[src/rtl/rr_decode_scheduler.sv]
// Round-robin scheduler sharing one 4-to-16 one-hot decoder among 16 requesters.
// Latency: a request seen in IDLE is granted one edge later; all outputs are registered.
// Backpressure: the owner holds the grant until done, withdrawal or MAX_HOLD cycles,
//   then a fixed one-cycle idle gap follows.
//
// Ports:
//   clk      rising-edge clock
//   resetn   asynchronous active-low reset
//   req      per-requester request, req[i] belongs to requester i
//   done     owner releases its grant (only looked at while granting)
//   gnt_idx  granted index, drives decoder w[3:0]; holds last value while idle
//   gnt_en   grant valid, drives decoder enable e
//   gnt_oh   registered one-hot copy of the grant
//   expired  one-cycle pulse when a grant ends purely on the tenure limit
module rr_decode_scheduler #(
  parameter int unsigned MAX_HOLD = 8
) (
  input  logic        clk,
  input  logic        resetn,
  input  logic [15:0] req,
  input  logic        done,
  output logic [3:0]  gnt_idx,
  output logic        gnt_en,
  output logic [15:0] gnt_oh,
  output logic        expired
);

  typedef enum logic {
    IDLE  = 1'b0,
    GRANT = 1'b1
  } state_t;

  // tenure counts from 0 at the grant edge, so hitting LAST means MAX_HOLD cycles held
  localparam logic [7:0] LAST = 8'(MAX_HOLD - 1);

  state_t      state, state_nxt;
  logic [3:0]  ptr, ptr_nxt;
  logic [7:0]  tenure, tenure_nxt;
  logic [3:0]  idx_nxt;
  logic        en_nxt;
  logic [15:0] oh_nxt;
  logic        exp_nxt;

  logic        win_vld;
  logic [3:0]  win_idx;
  logic [3:0]  cand;
  logic        withdraw;
  logic        limit;

  // Rotating priority search starting at ptr. Walking offsets from high to low
  // lets the smallest offset (closest to ptr) be the last, and winning, write.
  always_comb begin
    win_vld = 1'b0;
    win_idx = ptr;
    cand    = '0;
    for (int k = 15; k >= 0; k--) begin
      cand = ptr + 4'(k);
      if (req[cand]) begin
        win_vld = 1'b1;
        win_idx = cand;
      end
    end
  end

  assign withdraw = ~req[gnt_idx];
  assign limit    = (tenure == LAST);

  always_comb begin
    state_nxt  = state;
    ptr_nxt    = ptr;
    tenure_nxt = tenure;
    idx_nxt    = gnt_idx;
    en_nxt     = gnt_en;
    oh_nxt     = gnt_oh;
    exp_nxt    = 1'b0;
    case (state)
      IDLE: begin
        if (win_vld) begin
          idx_nxt    = win_idx;
          en_nxt     = 1'b1;
          oh_nxt     = 16'(1) << win_idx;
          tenure_nxt = '0;
          state_nxt  = GRANT;
        end
      end
      GRANT: begin
        if (done || withdraw || limit) begin
          en_nxt    = 1'b0;
          oh_nxt    = '0;
          ptr_nxt   = gnt_idx + 4'd1;
          state_nxt = IDLE;
          // expiry is reported only when the limit alone ended the grant
          exp_nxt   = limit & ~done & ~withdraw;
        end else begin
          tenure_nxt = tenure + 8'd1;
        end
      end
      default: state_nxt = IDLE;
    endcase
  end

  always_ff @(posedge clk or negedge resetn) begin
    if (!resetn) begin
      state   <= IDLE;
      ptr     <= '0;
      tenure  <= '0;
      gnt_idx <= '0;
      gnt_en  <= 1'b0;
      gnt_oh  <= '0;
      expired <= 1'b0;
    end else begin
      state   <= state_nxt;
      ptr     <= ptr_nxt;
      tenure  <= tenure_nxt;
      gnt_idx <= idx_nxt;
      gnt_en  <= en_nxt;
      gnt_oh  <= oh_nxt;
      expired <= exp_nxt;
    end
  end

endmodule

[config.mk]
export PLATFORM = sky130hd
export DESIGN_NAME = rr_decode_scheduler
export DESIGN_NICKNAME = d
export VERILOG_FILES = /design/src/rtl/rr_decode_scheduler.sv
export SDC_FILE = /design/constraint.sdc
export NUM_CORES = 1
export LEC_CHECK = 0
export CORE_MARGIN = 4
export CORE_UTILIZATION = 40
export CTS_BUF_LIST = sky130_fd_sc_hd__clkbuf_16
export DETAILED_ROUTE_END_ITERATION = 12
export PLACE_DENSITY = 0.67
export SLEW_MARGIN = 20
export SYNTH_ARGS = -nofsm -noshare
export SYNTH_HDL_FRONTEND = slang
export SYNTH_SLANG_ARGS = --single-unit
[constraint.sdc]
create_clock -name clk -period 4.8 [get_ports clk]
set_clock_uncertainty 0.05 [all_clocks]
set_input_delay 1.2 -clock clk [delete_from_list [all_inputs] [get_ports clk]]
set_output_delay 1.2 -clock clk [all_outputs]
set_load 0.02 [all_outputs]
# Yosys cells after proc, flatten, opt, wreduce, memory -nomap -nowiden
# Index checks and enable logic that the tools add are counted.
# Widths: inputs -> output; s select.
# totals
register_bits	35
latch_bits	0
mem_bits_rw	0
romBits	0
in_bits	19
out_inout_bits	22
word_cells	137
n_memories	0
# op_classes
add_sub_neg	17
n_mul	0
n_div	0
magnitude_cmp	17
eq_ne	4
shift	1
mux	80
bitwise	5
n_reduce_logical	6
# op_table
op	n
$lt 4x5->1 const B	17
$bmux 1 s4	17
$mux 4	16
$mux 1	39
$add 4x4->4 const B	8
$mux 16	2
$pmux 16 s2	1
$add 4x3->4 const B	4
$mux 8	2
$pmux 8 s2	1
$shl 1x4->16 const A	1
$add 4x1->4 const B	2
$add 4x2->4 const B	2
$add 8x1->8 const B	1
$eq 8x3->1 const B	1
$reduce_and 2->1	4
$ne 2x2->1 const B	2
$pmux 1 s2	2
$not 1->1	3
$and 1x1->1	2
$logic_or 1x1->1	2
$ne 2x1->1 const B	1

# Longest topological paths before layout
# Gate-level depths: netlist (run 1).
# depth
word_depth	22
mapped_depth	16
depth_no_buf	11

# Least setup slack after synthesis (run 1)
# Ideal clock, no wire load.
# synth_timing
kind	reg2reg
startpoint	register ptr[1]
endpoint	register gnt_oh[10]
setup_time_ps	121
t_arrival_ps	4178
t_required_ps	4629
setup_slack_ps	451
stages_incl_launch_ff	15
n_path_buf	4
synth_period_minus_slack_ps	4349
path_cell_list	dfrtp_1 -> buf_2 -> buf_2 -> buf_2 -> inv_1 -> ha_1 -> buf_2 -> mux4_2 -> mux4_2 -> or3_1 -> a2111o_1 -> a21oi_2 -> a32oi_2 -> and2_1 -> a22o_1
# synth_between
elab_chain_cells	22
word_cells_on_any_way	84
classes_between	add/sub: 15; eq/ne: 1; shift: 1; mux: 66; reduce/logical: 1
# synth_lines
element	line_no	text
start, declared	37	logic [3:0] ptr, ptr_nxt;
start signal, assigned	113	ptr <= ptr_nxt;
$add 4x4->4	57	cand = ptr + 4'(k);
$bmux 1 s4	58	if (req[cand]) begin
$mux 1 (not written as such)	58	
$mux 4 (16 in series)	58	
$shl 1x4->16	81	oh_nxt = 16'(1) << win_idx;
$mux 16	78	if (win_vld) begin
$pmux 16 s2	76	case (state)
end signal, assigned	117	gnt_oh <= oh_nxt;
end, declared	24	output logic [15:0] gnt_oh,
# Parallel ways exist; a longest one is shown, timed or not. The select of a mux whose other input is x is not followed.
# A chain may end at the register's enable or synchronous reset.

# Worst setup path in the final report (run 1)
# layout_timing
startpoint	input port req[4]
endpoint	register tenure[2]
# layout_between
elab_chain_cells	20
word_cells_on_any_way	56
classes_between	eq/ne: 2; mux: 50; bitwise: 1; reduce/logical: 3
# layout_lines
element	line_no	text
start, declared	20	input logic [15:0] req,
$bmux 1 s4	58	
$mux 1 (not written as such)	58	
$mux 1 (16 in series)	58	
$ne 2x2->1 (no line)	n/a	
$reduce_and 2->1 (no line) (*)	n/a	
end signal, assigned	114	tenure <= tenure_nxt;
end, declared	38	logic [7:0] tenure, tenure_nxt;
# Mark *: on every way between the ends. The rest lies on a longest branch, timed or not. The select of a mux whose other input is x is not followed.

==> results of run 1 <==
-- critical path, stage by stage --
cell	delay [ns]
clkdlybuf4s50_1	0.59
mux4_2	0.60
mux2i_1	0.21
o211a_1	0.28
or4b_1	0.48
nor3_1	0.33
a31oi_1	0.22
buf_4	0.24
or2_1	0.29
o21ai_1	0.09
a22o_1	0.15
-- logic make-up (layout without fill, tap and decap cells) --
kind of cell    count (synthesis)  after routing  share of synthesized area [%]
simple gates                  145            145                           17.2
buf+inv                        40             85                           4.32
xor+xnor                       22             22                           4.65
mux                            78             78                           30.5
flops                          35             35                           21.1
fa+ha+maj                       9              9                           2.72
compound gates                119            119                           19.5
-- per-layer routing --
layer	routed length [um]	part of all wire (%)
met2	5830	46
met3	1090	8.7
met4	476	3.8
met5	0	0
met1	5200	41
-- how the worst min path moves through the flow --
stage | endpoint | from | slack, ns
final | gnt_oh[14] | gnt_oh[14] | 0.43
after global routing | gnt_oh[4] | gnt_oh[4] | 0.46
after CTS | gnt_oh[14] | gnt_oh[14] | 0.43
after detailed placement | gnt_oh[14] | gnt_oh[14] | 0.42
after global placement | gnt_en | gnt_en | 0.41
after floorplan | tenure[0] | tenure[0] | 0.42
-- sequential cells by signal (all words and copies together) (netlist names) --
name and cells:
expired 1, tenure 8, state 1, gnt_oh 16, gnt_en 1, ptr 4
gnt_idx 4
-- final cells by class --
cell class                      instances  area (sq um)
Fill cell                             933          5050
Multi-Input combinational cell        373          3090
Sequential cell                        35           876
Timing Repair Buffer                   59           543
Tap cell                              133           166
Clock buffer                            5           125
Inverter                               18          67.6
Clock inverter                          3          38.8
-- through the flow --
step           std cells  worst slack (ns)  hold WS [ns]  utilization [%]
6_report             626             0.273         0.430             49.3
5_1_grt              626            0.0254         0.464             49.3
4_1_cts              626             0.343         0.433             49.3
3_5_place_dp         618            0.0848         0.421             47.6
3_3_place_gp         618            0.0244         0.413             47.6
2_1_floorplan        448             0.451         0.422                -
-- placed cells by master (no fill, tap or decap), types with 11 or more instances in the layout --
| cell | count |
|---|---|
| a21oi_1 | 19 |
| a22o_1 | 11 |
| buf_4 | 19 |
| clkdlybuf4s50_1 | 40 |
| dfrtp_1 | 35 |
| inv_1 | 14 |
| mux2_2 | 13 |
| mux2i_1 | 27 |
| mux4_2 | 37 |
| nand2_1 | 46 |
| nand3_1 | 15 |
| nor2_1 | 28 |
| o21ai_0 | 21 |
| o21ai_1 | 12 |
| xnor2_1 | 14 |
-- synth_stat cells (all sizes together), types with 14 or more instances --
| cell | count | share of area, % |
|---|---|---|
| mux4 | 37 | 20 |
| mux2 | 14 | 3.9 |
| mux2i | 27 | 6.5 |
| xnor2 | 14 | 3.0 |
| o21ai | 33 | 4.0 |
| nand2 | 46 | 4.2 |
| buf | 15 | 2.1 |
| nor2 | 29 | 2.7 |
| dfrtp | 35 | 21 |
| a21oi | 20 | 2.5 |
| nand3 | 15 | 1.8 |
| inv | 18 | 1.6 |
==> metrics.md, run 1 <==
| Metric | Value |
|---|---|
| Status | `completed` |
| Critical R2R Launch | `ptr[1]` |
| Worst slew margin | `36.4%` |
| DRT iter0 DRCs | `371` |
| Syn_nets | `476` |
| Crit path launch | `req[4]` |
| Worst slew pin tran | `0.947 ns` |
| Post-DRT Antenna Nets | `0` |
| Initial antenna violation count | `0` |
| Root buf cell | `clkbuf_16` |
| Die Area | `12100 sq um` |
| Num CTS Buffers | `5` |
| H-tree depth | `2` |
| Clk slew on worst S/H paths | `around 0.060 ns` |
| RSZ-0062 raised after global routing | `false` |
| Setup-failing EPs final | `0` |
| Gpl congestion | `around 0.98` |
| CP required | `4.97 ns` |
| Share of post-route cells with drive strength above 1 | `roughly 18%` |
| Clk_lat worst skew | `0.28 ns` |
| Post-synth EDFFs | `0` |
| RR Endpoint | `tenure[2]` |
| Worst Hold Depth | `2` |
| Worst Hold Class | `flip-flop to flip-flop` |
| DR vias | `about 4000` |
| YS warnings | `0` |
| Nets@finish | `520` |
| Met3 usage | `4.23%` |
| Pin count of the biggest net entering global routing | `38` |
| Core region area | `9950 sq um` |
| Die W | `~110 um` |
| Buffers on Ports | `40` |
| WL per Instance | `20.1 um` |
| Critical Path Sink | `tenure[2]` |
| Startpoint types | `primary input` |
| Path depth of the worst reg2reg path | `12` |
| Post-cts sizing count | `0` |
| Post-CTS Setup Inserts | `0` |
| Flop-to-flop setup slack | `0.52 ns` |
| Ys async rst share | `100%` |
| Drt pass-1 iters | `5` |
| Number of synthesized register bits | `35` |
| # IOs | `41` |
| Fin crit share | `94.3%` |
| Synth Cell Area | `about 4100 sq um` |
| Initial Util | `between 40% and 50%` |
| Avg Synthesized Cell Area | `9.25 sq um` |
| CTS tree | `done` |
| Critical path arrival | `4.69 ns` |
| Post-DP HPWL | `9640 um` |
| First-pass GRT wire length | `20500 um` |
| Post-synthesis sequential area ratio | `21.1%` |
| Via/cell ratio | `roughly 6.4` |
| Synth-to-Final Area Change | `18.4%` |
| Distinct cells, synth | `64` |
| Grt ovf | `0` |
| Met2 usage | `34.5%` |
| Synth Instances | `448` |
| Fmax | `221 MHz` |
| Max Slew Vio Count | `0` |
| Max Cap Viol | `0` |
| Top FF cell, synth | `dfrtp_1` |
| Setup Crit Path Kind | `primary input to flip-flop` |
| Final WL | `12600 um` |
| Setup TNS | `0 ns` |
| Die Y | `110 um` |
| Met1 usage | `29.7%` |
| Placed instance area | `4740 sq um` |
| Tmin final | `4.53 ns` |
| CP max FO | `13` |
| Gr busiest metal | `met2` |
| Rows | `36` |
| Total clock sinks | `35` |
| Crit end category | `flip-flop` |
| Post-CTS Hold Fix Bufs | `0` |
| GRT Total Usage | `21.8%` |
| ANT cells | `0` |
| Final instance area | `4910 sq um` |
| Final Hold Viols | `0` |
| Max Buffers Root-to-Sink | `2` |
| DRC errors left | `0` |
| Vias in the first global route | `3830` |
Power of run 1 is left out: the tool's default activity adds up to more than one toggle a clock period on the data nets, which glitch-free logic cannot reach.
==> inputs of run 2 (changes only) <==
--- a/config.mk
+++ b/config.mk
@@ -9,7 +9,9 @@
 export CORE_UTILIZATION = 40
 export CTS_BUF_LIST = sky130_fd_sc_hd__clkbuf_16
 export DETAILED_ROUTE_END_ITERATION = 12
-export PLACE_DENSITY = 0.67
+export DONT_BUFFER_PORTS = 1
+export PLACE_DENSITY = 0.62
+export RECOVER_POWER = 100
 export SLEW_MARGIN = 20
 export SYNTH_ARGS = -nofsm -noshare
 export SYNTH_HDL_FRONTEND = slang
==> run 2 against run 1 <==
- highest routed layer unchanged
- register-to-register slack lost 0.04 ns
- clock-buffer cell count unchanged
- critical path depth is the same
- worst setup slack gained 0.21 ns
- design area shrank 9.4%
- routed wire length is 0.95% higher
- worst hold slack better by 0.020 ns
- final cell count fell by 7.7%
- fmax grew 4.9%
- sequential share of layout area grew 1.8 points
- via count shrank 5.9%
- critical path type is now flip-flop to flip-flop
==> metrics.md, run 2 (synthesis results as in run 1) <==
| Metric | Value |
|---|---|
| Post-cts sizing count | `0` |
| Critical-path cell list | `inv_1 -> ha_1 -> mux4_2 -> mux2i_1 -> buf_4 -> o211a_1 -> or4b_1 -> nor3_1 -> a31oi_1 -> nor2_2 -> a22o_1` |
| RSZ-0062 raised after global routing | `false` |
| CP required | `4.96 ns` |
| WL per Instance | `22.0 um` |
| Vias in the first global route | `about 3700` |
| Startpoint types | `flip-flop` |
| Top flop regs | `gnt_oh (16), tenure (8)` |
| Worst slew margin | `between 30% and 40%` |
| Largest Register | `gnt_oh` |
| Max reg flops | `16` |
| Critical path arrival | `4.48 ns` |
| Rows | `36` |
| Worst Hold Class | `flip-flop to flip-flop` |
| Fill cell count | `around 960` |
| Post-DP HPWL | `between 9000 and 10000 um` |
| Setup-failing EPs final | `0` |
| Synth-to-Final Area Change | `7.30%` |
| Worst slew pin tran | `roughly 1.0 ns` |
| CP max FO | `16` |
| Crit end category | `flip-flop` |
| Commonest non-fill, non-tap cell in the layout | `nand2_1` |
| Pin count of the biggest net entering global routing | `38` |
| Clk_lat worst skew | `0.28 ns` |
| Clk slew on worst S/H paths | `0.05 ns` |
| Die Y | `110 um` |
| Grt ovf | `0` |
| Flop-to-flop setup slack | `0.48 ns` |
| Post-CTS Hold Fix Bufs | `0` |
| Via/cell ratio | `6.52` |
| Core region area | `around 10000 sq um` |
| CP max-delay cell | `mux4_2` |
| WHS | `0.450 ns` |
| Worst Hold Depth | `1` |
| DRC errors left | `0` |
| ANT cells | `0` |
| Status | `completed` |
| Root buf cell | `clkbuf_16` |
| Multi-input logic area | `~3000 sq um` |
| Num CTS Buffers | `5` |
| Gpl congestion | `0.980` |
| CTS tree | `done` |
| First-pass GRT wire length | `around 20000 um` |
| Max Slew Vio Count | `0` |
| # IOs | `41` |
| Setup TNS | `0 ns` |
| Post-DRT Antenna Nets | `0` |
| DR vias | `3767` |
| Total clock sinks | `35` |
| Critical R2R Launch | `ptr[1]` |
| Sequential cell area | `876 sq um` |
| Initial Util | `41.6%` |
| DRT iter0 DRCs | `498` |
| Initial antenna violation count | `0` |
| Max Cap Viol | `0` |
| Final Hold Viols | `0` |
| Max Buffers Root-to-Sink | `2` |
| Die W | `around 110 um` |
| Nets@finish | `between 400 and 500` |
| GRT Total Usage | `21.9%` |
| Tmin final | `~4.3 ns` |
| Path depth of the worst reg2reg path | `11` |
| RR Endpoint | `gnt_oh[9]` |
| HP Start | `tenure[0]` |
| H-tree depth | `2` |
| Setup Crit Path Kind | `flip-flop to flip-flop` |
| Buffers on Ports | `0` |
| Fin crit share | `89.9%` |
| Post-CTS Setup Inserts | `0` |
| Most frequent cells in the layout | `46 x nand2_1, 37 x mux4_2, 35 x dfrtp_1` |
| Min-Delay Endpoint | `tenure[0]` |
| Die Area | `12100 sq um` |
| Fmax | `roughly 230 MHz` |
| Largest stage delay, worst path | `0.62 ns` |
| Drt pass-1 iters | `5` |
| Share of post-route cells with drive strength above 1 | `17.8%` |
| Final WL | `~13000 um` |
[run 2: cell count changes in the layout (fill, tap and decap cells not counted)]
cell / delta
clkdlybuf4s50_1: -40
buf_4: -9
o21ai_0: +7
o21ai_1: -7
clkbuf_1: +1
clkinv_1: -1
clkinv_4: +1
or2_0: +1
or2_1: -1
[run 2: area by class of cell]
type                       count  share of cell area (%)
timing repair buffer          11                    1.77
sequential                    35                    19.7
inverter                      18                    1.52
tap                          133                    3.74
clock buffer                   5                    2.81
multi-input combinational    373                    69.5
clock inverter                 3                   0.985
[run 2: metrics by stage]
step	util [%]	setup WS [ns]	area [sq um]	instances
6_report	44.7	0.484	4450	578
3_3_place_gp	43.0	0.473	4280	570
3_5_place_dp	43.0	0.473	4280	570
4_1_cts	44.7	0.496	4450	578
2_1_floorplan	-	0.451	4150	448
5_1_grt	44.7	0.144	4450	578
[run 2: metal layers]
metal	global-route usage (%)	up-vias	share of wire (%)
met2	34.8	199	48
met5	0	-	0
met4	6.41	0	2.3
li1	-	1707	-
met3	4.70	28	8.3
met1	29.9	1833	42
[run 2: how the worst max path moves through the flow]
stage                     slack, ns  cells after the start   start         end
after global routing           0.14                     12  ptr[1]  gnt_oh[12]
after detailed placement       0.47                      9  req[4]   gnt_oh[9]
after CTS                      0.50                     11  ptr[1]   gnt_oh[1]
after global placement         0.47                      9  req[4]   gnt_oh[1]
after floorplan                0.45                     14  ptr[1]  gnt_oh[10]
final                          0.48                     11  ptr[1]   gnt_oh[9]
[run 2: critical path, delay by kind of cell, from the launching register on]
family	cells	cell delay, ns
AO/OA/AOI/OAI	3	0.86
adder cells (fa/ha/maj)	1	0.61
buffers and inverters	2	0.26
flip-flops	1	0.34
multiplexers	2	0.78
AND/OR/NAND/NOR	3	1.34
Power of run 2 is left out for the same reason.
